--- src/rtl/if_fetch_unit.sv ---
// Instruction-fetch stage: owns the fetch PC and issues one request at a time to a variable-latency imem.
// Presents {PC, instruction, valid} to IF/ID and holds them under stall; takes redirects from EX.
module if_fetch_unit #(
  parameter logic [31:0] RESET_PC  = 32'h0000_0000,
  parameter logic [31:0] NOP_INSTR = 32'h0000_0013
) (
  input  logic        clk,
  input  logic        res,
  input  logic        stall,
  input  logic        redirect,
  input  logic [31:0] redirect_pc,
  output logic        imem_req,
  output logic [31:0] imem_addr,
  input  logic        imem_gnt,
  input  logic        imem_rvalid,
  input  logic [31:0] imem_rdata,
  output logic [31:0] PC_out,
  output logic [31:0] INSTRUCTION_out,
  output logic        valid_out
);

  typedef enum logic [1:0] {
    S_REQ  = 2'd0,
    S_WAIT = 2'd1,
    S_HOLD = 2'd2
  } state_t;

  state_t      state_reg;
  logic [31:0] fetch_pc_reg;
  logic [31:0] req_pc_reg;
  logic        kill_reg;
  logic [31:0] hold_pc_reg;
  logic [31:0] hold_instr_reg;
  logic [31:0] pc_out_reg;
  logic [31:0] instr_out_reg;
  logic        valid_out_reg;

  logic        accept;
  logic        resp;
  logic        deliver;
  logic [31:0] new_pc;
  logic [31:0] new_instr;
  logic [31:0] target_pc;

  assign accept    = (state_reg == S_REQ) && imem_gnt;
  assign resp      = (state_reg == S_WAIT) && imem_rvalid;
  // A fresh instruction reaches the output register only when IF/ID can take it and no flush is pending.
  assign deliver   = !redirect && !stall && ((resp && !kill_reg) || (state_reg == S_HOLD));
  assign new_pc    = (state_reg == S_HOLD) ? hold_pc_reg : req_pc_reg;
  assign new_instr = (state_reg == S_HOLD) ? hold_instr_reg : imem_rdata;
  assign target_pc = {redirect_pc[31:2], 2'b00};

  assign imem_req        = (state_reg == S_REQ);
  assign imem_addr       = fetch_pc_reg;
  assign PC_out          = pc_out_reg;
  assign INSTRUCTION_out = instr_out_reg;
  assign valid_out       = valid_out_reg;

  always_ff @(posedge clk or negedge res) begin
    if (!res) begin
      state_reg      <= S_REQ;
      fetch_pc_reg   <= RESET_PC;
      req_pc_reg     <= RESET_PC;
      kill_reg       <= 1'b0;
      hold_pc_reg    <= 32'h0;
      hold_instr_reg <= NOP_INSTR;
      pc_out_reg     <= 32'h0;
      instr_out_reg  <= NOP_INSTR;
      valid_out_reg  <= 1'b0;
    end else begin
      if (redirect) begin
        valid_out_reg <= 1'b0;
        instr_out_reg <= NOP_INSTR;
      end else if (!stall) begin
        if (deliver) begin
          pc_out_reg    <= new_pc;
          instr_out_reg <= new_instr;
          valid_out_reg <= 1'b1;
        end else begin
          valid_out_reg <= 1'b0;
          instr_out_reg <= NOP_INSTR;
        end
      end

      if (redirect) begin
        fetch_pc_reg <= target_pc;
      end else if (accept) begin
        fetch_pc_reg <= fetch_pc_reg + 32'd4;
      end

      if (accept) begin
        req_pc_reg <= fetch_pc_reg;
      end

      case (state_reg)
        S_REQ: begin
          if (imem_gnt) begin
            // A request granted in the redirect cycle is already in flight; its data must be dropped.
            kill_reg  <= redirect;
            state_reg <= S_WAIT;
          end
        end
        S_WAIT: begin
          if (resp) begin
            kill_reg <= 1'b0;
            if (redirect || kill_reg || !stall) begin
              state_reg <= S_REQ;
            end else begin
              hold_pc_reg    <= req_pc_reg;
              hold_instr_reg <= imem_rdata;
              state_reg      <= S_HOLD;
            end
          end else if (redirect) begin
            kill_reg <= 1'b1;
          end
        end
        S_HOLD: begin
          if (redirect || !stall) begin
            state_reg <= S_REQ;
          end
        end
        default: begin
          state_reg <= S_REQ;
        end
      endcase
    end
  end

endmodule

--- config.mk ---
export PLATFORM = sky130hd
export DESIGN_NAME = if_fetch_unit
export DESIGN_NICKNAME = d
export VERILOG_FILES = /design/src/rtl/if_fetch_unit.sv
export SDC_FILE = /design/constraint.sdc
export NUM_CORES = 1
export LEC_CHECK = 0
export ABC_CLOCK_PERIOD_IN_PS = 2600
export CORE_ASPECT_RATIO = 0.75
export CORE_MARGIN = 10
export CORE_UTILIZATION = 37
export CTS_CLUSTER_SIZE = 40
export DETAILED_ROUTE_END_ITERATION = 16
export SYNTH_ARGS = -nofsm -noshare
export SYNTH_HDL_FRONTEND = slang
export SYNTH_SLANG_ARGS = --single-unit
--- constraint.sdc ---
create_clock -name clk -period 2.6 [get_ports clk]
set_input_delay 0.39 -clock clk [delete_from_list [all_inputs] [get_ports clk]]
set_output_delay 0.39 -clock clk [all_outputs]
set_load 0.01 [all_outputs]
==> out/metrics.csv <==
stage,metric,value,unit
global_route,grt_pass1_vias,6263,
floorplan,row_count,47,
hold_path,hp-start,valid_out$_DFFE_PN0P_,
timing,slew_headroom,58.72,%
place,dp_cells,1200,
synthesis,ys_warn_count,0,
worst_setup_path,cpPeakStageDelay,540,ps
cts,clk_path_buf_depth,2,
hold_path,holdPathEnd,valid_out$_DFFE_PN0P_,
synthesis,synth_top_area_cell,dfrtp_1,
power_and_ir_drop,vdd_ir_drop_max,465.6,uV
floorplan,die_h,149.5,um
cts,root_buffer,clkbuf_16,
cts,cts_tree,done,
worst_setup_path,critPathKind,register to register,
floorplan,ios,168,
finish,finish.instance_area,11020,um2
timing,layout_min_cycle_time,2150,ps
place,portBuffers,161,
synthesis,synthFlopType,dfrtp_1,
synthesis,syn_area,8278,um2
power_and_ir_drop,power_per_cell_area,790.0,nW/um2
global_route,grt_antenna_before_repair,2,
finish,areaGrowthSynthToFinish,33.16,%
place,place_area,10430,um2
detailed_routing,drt-pass1-iter-count,4,
timing,fmax,0.4651,GHz
cts,cts_setup_buffers,0,
worst_setup_path,critPathRequiredTime,2950,ps
worst_setup_path,path_buf_inv,1,
worst_setup_path,critPathMostFrequentCell,or4_1,
finish,drive_gt1_share,15.23,%
floorplan,core,22050,um2
floorplan,die_area,28820,um2
floorplan,start_util,37.54,%
hold_path,whs_path_depth,2,
cts,clk_pin_slew,70,ps
timing,final_hold_viol_count,0,
timing,setup_violations,0,
synthesis,synth-seq-cells,188,
worst_setup_path,r2r-start,imem_addr[11]$_DFFE_PN0P_,
worst_setup_path,regToRegSetupSlack,450,ps
global_route,grt_pass1_wl,34380,um
cts,clock_sinks,188,
worst_setup_path,crit_arrival,2500,ps
cts,cts_resized,0,
worst_setup_path,path_max_fanout,18,
detailed_routing,via_per_inst,4.943,
detailed_routing,postRouteAntennaNets,0,
detailed_routing,avgRoutedWirePerCell,17.48,um
worst_setup_path,r2r_cells,5,
worst_setup_path,cp_top_family,simple AND/OR/NAND/NOR gates,
floorplan,fp.dieW,192.7,um
detailed_routing,drt_iter0_markers,371,
timing,drv_slew,0,
hold_path,hold_class,register to register,
worst_setup_path,crit_path_end_kind,register,
timing,min_period_over_period,82.69,%
timing,finClkSkew,11.67,ps
global_route,track_usage,15.10,%
timing,tightest_slew,613.6,ps
timing,finalSetupTns,0,ps
worst_setup_path,r2r-end,imem_addr[25]$_DFFE_PN0P_,
synthesis,ys_top_cells_by_area,"dfrtp_1, mux2_2, nand2_1",
synthesis,ys_types,48,
cts,cts_buffers,17,
worst_setup_path,startpoint_type,register,
detailed_routing,vias,6100,
detailed_routing,wirelength,21570,um
worst_setup_path,crit_slowest_cell,or4_1,
outcome,status,completed,
cts,clk_latency,430,ps
finish,final_common_cell,dfrtp_1,
synthesis,synth_top_cell_area_share,55.02,%
cts,h-tree-depth,4,
finish,nNetsFinal,997,
global_route,grt-ovfl-total,0,
finish,finalNonFillerCells,1234,
finish,mostFrequentLayoutCells,"dfrtp_1, nand2_1, clkdlybuf4s50_1",
timing,rsz0062_at_grt,false,
place,gp_congestion,0.8051,
job,maxCapViolCount,0,
detailed_routing,drc_errors,0,
worst_setup_path,path_cells,"nand2_2, or4_1, buf_4, or4_1, a31oi_1",
synthesis,synthCells,765,
power_and_ir_drop,total_leakage_power,4.690,nW
synthesis,synth_edf_count,0,
synthesis,yosysSeqAreaShare,56.92,%
global_route,grt_max_degree,71,
place,hpwl,15350,um
synthesis,synth-async-reset-ratio,100.0,%
finish,fin_util,49.99,%
synthesis,syn_avg_cell_area,10.82,um2
[worst min-delay path: cells and delay by family, from the launching register on]
family / cells / cell delay, ps
flip-flops: 1 / 340
AND/OR/NAND/NOR: 2 / 100
[cell type report]
cell class              count  area (um2)
fillers                  2056       11030
flip-flops and latches    188        4712
multi-input cells         523        3369
repair buffers            192        1976
clock buffers              17       425.4
well taps                 294       367.9
clock inverters            15       155.1
inverters                   4       15.01
diodes                      1       2.502
[worst max-delay path by stage]
stage | depth (start not counted) | start | endpoint | slack (ps)
6_report | 5 | imem_addr[11]$_DFFE_PN0P_ | imem_addr[25]$_DFFE_PN0P_ | 450
5_1_grt | 5 | imem_addr[11]$_DFFE_PN0P_ | imem_addr[25]$_DFFE_PN0P_ | 320
4_1_cts | 2 | state_reg[0]$_DFFE_PN0P_ | imem_req | 450
3_5_place_dp | 6 | imem_gnt | imem_addr[28]$_DFFE_PN0P_ | 220
3_3_place_gp | 6 | imem_gnt | imem_addr[22]$_DFFE_PN0P_ | 250
2_1_floorplan | 6 | imem_addr[9]$_DFFE_PN0P_ | imem_addr[25]$_DFFE_PN0P_ | 600
[where the power goes]
part,internal (W),switching [W]
sequential,0.00373,0.000470
combinational,0.00114,0.000820
clock,0.00129,0.00127
total,0.00615,0.00256
[cell usage after synthesis (all sizes together) (2+ instances only)]
master  instances
clkbuf         36
or4            12
or3             7
and2            3
nand3          13
nor4            2
a21oi           2
and3            3
nand4          11
mux2i          62
and4            6
dfstp           6
o21ai          77
o31ai           9
nor2b           4
a31oi          14
xor2            4
inv             4
mux2           66
dfrtp         182
nand2         177
buf            17
o211ai          2
nor2           23
xnor2           4
o22a            3
[through the flow]
stage                     total power (W)  hold slack, ps  setup WS (ps)
after global placement           0.006195           457.8          251.7
final                            0.008708           476.1          450.1
after CTS                        0.008846           481.7          448.5
after global routing             0.009245           510.0          323.7
after floorplan                  0.005169           94.41          597.5
after detailed placement         0.006264           450.7          224.9
[timing repair]
action | CTS | global route
hold buffers | 1 | 0
endpoints found under the setup margin | 0 | 0
endpoints found under the hold margin | 61 | 0
[layer usage]
| layer | global-route usage, % | vias to the layer above | routed length (um) |
|---|---|---|---|
| li1 | - | 2978 | - |
| met5 | 0 | - | 13 |
| met3 | 4.535 | 14 | 1622 |
| met1 | 21.35 | 2972 | 10400 |
| met4 | 3.983 | 2 | 166 |
| met2 | 21.96 | 134 | 9369 |
[cells by family after synthesis]
logic type               Yosys count  share of synthesized area [%]
AND/OR/NAND/NOR                  269                          14.84
flip-flops                       188                          56.92
multiplexers                     128                          16.48
AO/OA/AOI/OAI                    113                          7.784
buffers and inverters             57                          2.932
XOR/XNOR                           8                         0.8463
adder cells (fa/ha/maj)            1                         0.1511
other                              1                        0.04530
Power figures use the tool's default switching activity.
